### config.mk
export PLATFORM = sky130hd
export DESIGN_NAME = dds_iq_correlator
export DESIGN_NICKNAME = d
export VERILOG_FILES = /design/src/rtl/dds_corr_pkg.sv /design/src/rtl/dds_iq_correlator_iq_mac.sv /design/src/rtl/dds_iq_correlator.sv
export SDC_FILE = /design/constraint.sdc
export NUM_CORES = 2
export LEC_CHECK = 0
export ABC_CLOCK_PERIOD_IN_PS = 3300
export BUFFER_PORTS_ARGS = -buffer_cell sky130_fd_sc_hd__buf_4
export CAP_MARGIN = 20
export CORE_MARGIN = 5
export CORE_UTILIZATION = 65
export CTS_BUF_LIST = sky130_fd_sc_hd__clkbuf_2 sky130_fd_sc_hd__clkbuf_4 sky130_fd_sc_hd__clkbuf_8
export CTS_CLUSTER_DIAMETER = 200
export CTS_CLUSTER_SIZE = 14
export DETAILED_ROUTE_END_ITERATION = 10
export PLACE_DENSITY = 0.9
export SKIP_CTS_REPAIR_TIMING = 1
export SYNTH_ARGS = -nofsm -noshare
export SYNTH_HDL_FRONTEND = slang
export SYNTH_SLANG_ARGS = --single-unit
### constraint.sdc
create_clock -name CLK -period 3.3 [get_ports CLK]
set_input_delay 0.165 -clock CLK [delete_from_list [all_inputs] [get_ports CLK]]
set_output_delay 0.165 -clock CLK [all_outputs]
set_load 0.01 [all_outputs]
### src/rtl/dds_corr_pkg.sv
// dds_corr_pkg: shared FSM encoding and width defaults for dds_iq_correlator.
package dds_corr_pkg;

    typedef enum logic [1:0] {RESET_ST, INIT_REQ, INIT_WAIT, RUN} state_t;

    localparam int DEF_DATA_BITS  = 12;
    localparam int DEF_NCO_BITS   = 18;
    localparam int DEF_INTEG_LOG2 = 10;

    // Worst-case accumulator width: full product plus one bit per doubling of the window.
    function automatic int acc_bits(input int data_bits, input int nco_bits, input int integ_log2);
        return data_bits + nco_bits + integ_log2;
    endfunction

endpackage

### src/rtl/dds_iq_correlator_iq_mac.sv
// iq_mac: registered signed product (optionally negated) feeding a window accumulator.
module iq_mac #(
    parameter int DATA_BITS = 12,
    parameter int NCO_BITS  = 18,
    parameter int ACC_BITS  = 40,
    parameter bit NEG       = 1'b0
) (
    input  logic                       clk,
    input  logic                       rst_n,
    input  logic                       clr,
    input  logic                       in_valid,
    input  logic                       in_last,
    input  logic signed [DATA_BITS-1:0] a,
    input  logic signed [NCO_BITS-1:0]  b,
    output logic signed [ACC_BITS-1:0]  sum,
    output logic                       sum_valid
);
    localparam int PW = DATA_BITS + NCO_BITS;

    logic signed [PW-1:0] ax, bx, prod, p;
    logic signed [ACC_BITS-1:0] acc, nxt;
    logic v1, l1;

    assign ax   = PW'(a);
    assign bx   = PW'(b);
    assign prod = ax * bx;
    assign nxt  = acc + ACC_BITS'(p);

    // The window's last product is folded into sum while acc restarts from zero.
    always_ff @(posedge clk or negedge rst_n) begin
        if (!rst_n) begin
            p         <= '0;
            v1        <= 1'b0;
            l1        <= 1'b0;
            acc       <= '0;
            sum       <= '0;
            sum_valid <= 1'b0;
        end else begin
            p         <= NEG ? -prod : prod;
            v1        <= in_valid & ~clr;
            l1        <= in_last;
            sum_valid <= v1 & l1 & ~clr;
            if (clr)
                acc <= '0;
            else if (v1) begin
                acc <= l1 ? '0 : nxt;
                if (l1)
                    sum <= nxt;
            end
        end
    end

endmodule

### src/rtl/dds_iq_correlator.sv
// dds_iq_correlator: COREDDS init/frequency sequencer and windowed I/Q correlator.
module dds_iq_correlator import dds_corr_pkg::*; #(
    parameter int DATA_BITS        = DEF_DATA_BITS,
    parameter int NCO_BITS         = DEF_NCO_BITS,
    parameter int FREQ_OFFSET_BITS = 3,
    parameter int INTEG_LOG2       = DEF_INTEG_LOG2,
    parameter int ACC_BITS         = acc_bits(DATA_BITS, NCO_BITS, INTEG_LOG2),
    parameter int INIT_TIMEOUT     = 4096
) (
    input  logic                        CLK,
    input  logic                        NGRST,
    input  logic                        restart,
    input  logic [FREQ_OFFSET_BITS-1:0] cfg_freq,
    input  logic                        cfg_freq_we,
    output logic                        dds_init,
    input  logic                        dds_init_over,
    output logic [FREQ_OFFSET_BITS-1:0] dds_freq,
    output logic                        dds_freq_we,
    input  logic signed [NCO_BITS-1:0]  dds_sin,
    input  logic signed [NCO_BITS-1:0]  dds_cos,
    input  logic                        s_valid,
    input  logic signed [DATA_BITS-1:0] s_data,
    output logic signed [ACC_BITS-1:0]  acc_i,
    output logic signed [ACC_BITS-1:0]  acc_q,
    output logic                        acc_valid,
    output logic                        running,
    output logic                        init_err
);
    localparam int TW = $clog2(INIT_TIMEOUT + 1);

    state_t state, state_nxt;
    logic [TW-1:0] tmo;
    logic [INTEG_LOG2-1:0] cnt;
    logic run, tmo_hit, clr, accept, last, pending, v_i, v_q;

    assign run         = state == RUN;
    assign tmo_hit     = state == INIT_WAIT && !dds_init_over && tmo == TW'(INIT_TIMEOUT - 1);
    assign dds_freq_we = run & pending;
    assign clr         = ~run | restart;
    assign accept      = run & s_valid & ~restart;
    assign last        = accept & (&cnt);
    assign acc_valid   = v_i & v_q;

    always_comb begin
        state_nxt = state;
        dds_init  = 1'b0;
        running   = 1'b0;
        case (state)
            RESET_ST:  state_nxt = INIT_REQ;
            INIT_REQ: begin
                dds_init  = 1'b1;
                state_nxt = INIT_WAIT;
            end
            INIT_WAIT: state_nxt = dds_init_over ? RUN : tmo_hit ? INIT_REQ : INIT_WAIT;
            default:   running = 1'b1;
        endcase
        if (restart)
            state_nxt = INIT_REQ;
    end

    // A write landing on the issue cycle re-arms pending so it goes out next cycle.
    always_ff @(posedge CLK or negedge NGRST) begin
        if (!NGRST) begin
            state    <= RESET_ST;
            tmo      <= '0;
            init_err <= 1'b0;
            dds_freq <= '0;
            pending  <= 1'b0;
            cnt      <= '0;
        end else begin
            state    <= state_nxt;
            tmo      <= (state == INIT_WAIT && !tmo_hit && !restart) ? tmo + TW'(1) : '0;
            init_err <= init_err | tmo_hit;
            if (cfg_freq_we)
                dds_freq <= cfg_freq;
            pending  <= cfg_freq_we | (pending & ~dds_freq_we);
            cnt      <= clr ? '0 : cnt + INTEG_LOG2'(accept);
        end
    end

    iq_mac #(
        .DATA_BITS(DATA_BITS),
        .NCO_BITS (NCO_BITS),
        .ACC_BITS (ACC_BITS),
        .NEG      (1'b0)
    ) u_mac_i (
        .clk      (CLK),
        .rst_n    (NGRST),
        .clr      (clr),
        .in_valid (accept),
        .in_last  (last),
        .a        (s_data),
        .b        (dds_cos),
        .sum      (acc_i),
        .sum_valid(v_i)
    );

    iq_mac #(
        .DATA_BITS(DATA_BITS),
        .NCO_BITS (NCO_BITS),
        .ACC_BITS (ACC_BITS),
        .NEG      (1'b1)
    ) u_mac_q (
        .clk      (CLK),
        .rst_n    (NGRST),
        .clr      (clr),
        .in_valid (accept),
        .in_last  (last),
        .a        (s_data),
        .b        (dds_sin),
        .sum      (acc_q),
        .sum_valid(v_q)
    );

endmodule

==> run metrics <==
topmost layer with routed signal wires=met4; final layout net count=4056; fraction of layout cells with a size suffix above 1=23.6%; Top FF cell, synth=sky130_fd_sc_hd__dfrtp_1; post-synthesis sequential element count=253; worst-case clock buffer depth=3; cell count after synthesis=2994; number of unique standard cell types used by synthesis=69; worst-margin pin slew=0.843 ns; 1st-iter DRT viols=2759; final worst-path setup slack=-1.91 ns; area delta synth->final=22.5%; data arrival time at the worst-slack endpoint=5.66 ns; routability congestion estimate=0.959; global-route total usage across every layer=30.7%; number of warning messages in the yosys log=0; source-to-sink clock delay at the later pin of the worst-skew pair=0.57 ns; Final Hold Fails=0; number of levels in the clock H-tree=1; most numerous cell on the critical path=sky130_fd_sc_hd__fa_1; largest net degree at the start of global routing=112; Critical-path top delay cell=sky130_fd_sc_hd__fa_1; cell type with the largest total area after synthesis=sky130_fd_sc_hd__fa_1; worst setup slack after placement=-2.28 ns; CTS sink cnt=253; number of antenna violations at the first check in global routing=1; final period demand of the worst path=5.21 ns; met1 wire length=31.8 mm; Worst-path clk slew=0.10 ns; Crit. End Element=flop; height of the chip=219 um; cell count of the worst reg-to-reg path=12; cell family contributing the most delay on the critical path=adder cells; initial core utilization=65.8%; capture instance of the worst register-to-register path=u_mac_i.sum[37]$_DFFE_PN0P_; detailed-route wire length=89.8 mm; final worst-path cycle share=158%; average via count per standard cell=6.24; final setup skew=0.0504 ns; share of flip-flops with an asynchronous set or reset=100%; Slew HR=43.8%; wire length per cell after detailed routing=22.8 um; TritonCTS clock tree=done; number of standard-cell rows in the floorplan=76; I/O pin total=145; number of port buffers=144; Routed met3 length=8.61 mm; number of cells on the critical path=23; RSZ-0062 raised after global routing=yes; HP Class=in -> reg; element type at the critical path start=input pin; Largest stage delay, worst path=0.70 ns; first-pass GRT wire length=121 mm; number of CTS-inserted buffers=22; number of search-and-repair iterations in the first detailed-routing pass=9; via count=24600; share of the yosys chip area belonging to registers=22.3%; Worst Path Max Fanout=5; Die W=219 um; crit path cell chain=buf_8 > buf_6 > nand2_4 > fa_1 > inv_1 > fa_1 > inv_1 > fa_1 > fa_1 > fa_1 > ha_4 > ha_4 > buf_6 > a211o_1 > o211ai_1 > a21oi_2 > o31ai_4 > o21ai_2 > o21ai_2 > o21ai_2 > a211o_1 > a21oi_2 > xnor2_1; startpoint of the tightest hold check path=s_data[0]; post-synthesis instance area=0.0284 mm^2; fmax=192 MHz; Final Max Slew Viols=0; total overflow reported by the global router=0; half-perimeter wire length of the detailed placement result=59.0 mm; count of flip-flops with a built-in enable after synthesis=0; Yosys top cell area share=27.7%; area enclosed by the die boundary=0.0479 mm^2; Hold Path Stages=3; failing checks=negative setup slack; met2 WL post-DR=42.9 mm; Synth Area per Inst=9.47 um^2; status=finished with violations; kind of critical path=in -> reg; worst-case register-to-register setup slack=0.09 ns; antenna-violating nets left=0; via count of the first global-routing pass=24900; total core area=0.0431 mm^2; clock tree root driver cell=sky130_fd_sc_hd__clkbuf_8; Crit path buffers/inverters=5; DRC violations left=0; worst flop-to-flop path startpoint=u_mac_i.acc[6]$_DFFE_PN0P_; Synthesized Nets=3690; endpoint of the worst hold path=u_mac_i.p[0]$_DFF_PN0_; main area contributors after synthesis=sky130_fd_sc_hd__fa_1 28%, sky130_fd_sc_hd__dfrtp_1 22%, sky130_fd_sc_hd__ha_1 11%, sky130_fd_sc_hd__inv_1 5.9%, sky130_fd_sc_hd__nand2_1 5.4%; Max-cap violations=0; final setup fails=46; required arrival time at the worst endpoint=3.74 ns
## worst min-delay path: cells and delay by family
kind | cells | cell delay, ns
buf+inv | 2 | 0.32
simple gates | 1 | 0.13
## placed cells by master (no fill, tap or decap), drive strengths merged, types with 56 or more instances in the layout
cell   instances
a21oi        113
and2         174
a21o          56
buf          459
nor2         119
o21ai        132
xnor2        100
ha           247
nand2        406
inv          449
fa           392
dfrtp        253
## cell families (layout without fill, tap and decap cells)
logic type,after synthesis,after routing,share of synthesized area [%]
AO/OA/AOI/OAI,478,478,11.1
buffers and inverters,584,951,7.74
flip-flops,253,253,22.3
AND/OR/NAND/NOR,849,849,14.0
adder cells (fa/ha/maj),639,639,38.6
other,0,1,0
XOR/XNOR,153,153,4.77
multiplexers,38,38,1.51
## cell usage after synthesis, types with 23 or more instances
cell type	number
sky130_fd_sc_hd__inv_1	448
sky130_fd_sc_hd__nand2_1	406
sky130_fd_sc_hd__fa_1	392
sky130_fd_sc_hd__dfrtp_1	253
sky130_fd_sc_hd__ha_1	247
sky130_fd_sc_hd__and2_1	174
sky130_fd_sc_hd__clkbuf_1	126
sky130_fd_sc_hd__o21ai_0	126
sky130_fd_sc_hd__nor2_1	118
sky130_fd_sc_hd__a21oi_1	112
sky130_fd_sc_hd__xnor2_1	100
sky130_fd_sc_hd__a21o_1	56
sky130_fd_sc_hd__xor2_1	52
sky130_fd_sc_hd__a22o_1	51
sky130_fd_sc_hd__mux2_2	38
sky130_fd_sc_hd__nand3_1	36
sky130_fd_sc_hd__nand2b_1	23
## cell type report
| class | instances | area, um^2 |
|---|---|---|
| inverters | 449 | 1690 |
| fillers | 2278 | 8330 |
| diodes | 1 | 2.50 |
| multi-input cells | 2157 | 21400 |
| well taps | 585 | 732 |
| repair buffers | 477 | 4250 |
| clock inverters | 1 | 16.3 |
| clock buffers | 24 | 324 |
| flip-flops and latches | 253 | 6330 |
## state kept, by name, summed over array words and instances (netlist names), 2 cells and up
name and flops:
u_mac_q.p 30, u_mac_i.p 30, u_mac_i.sum 40, u_mac_q.sum 40, tmo 13, u_mac_i.acc 40
cnt 10, u_mac_q.acc 40, dds_freq 3, state 2
## how the worst max path moves through the flow
stage                                    to       start
floorplan           u_mac_q.p[28]$_DFF_PN0_   s_data[6]
global placement    u_mac_q.p[28]$_DFF_PN0_   s_data[1]
detailed placement  u_mac_q.p[28]$_DFF_PN0_   s_data[1]
CTS                 u_mac_q.p[28]$_DFF_PN0_   s_data[1]
global route        u_mac_q.p[28]$_DFF_PN0_  dds_sin[6]
finish              u_mac_q.p[28]$_DFF_PN0_  dds_sin[6]
## per-stage QoR
step           hold slack, ns  instance area, um^2  utilization, %  setup TNS (ns)  instances
6_report               0.0734                34700            80.7          -56.09       3947
5_1_grt                0.0397                34700            80.7          -57.56       3947
4_1_cts                -0.329                32700            75.9          -50.16       3892
3_5_place_dp            0.268                32400            75.1          -77.96       3867
3_3_place_gp            0.263                32400            75.1          -70.21       3867
2_1_floorplan          -0.131                29200               -          -54.09       2994
## layer usage
layer	global-route usage, %	vias up
met5	0	-
met1	40.8	12100
met3	4.28	583
li1	-	10300
met4	9.55	0
met2	53.0	1704
Power is left out: the tool's default activity adds up to more than one toggle a clock period on the data nets, which glitch-free logic cannot reach.
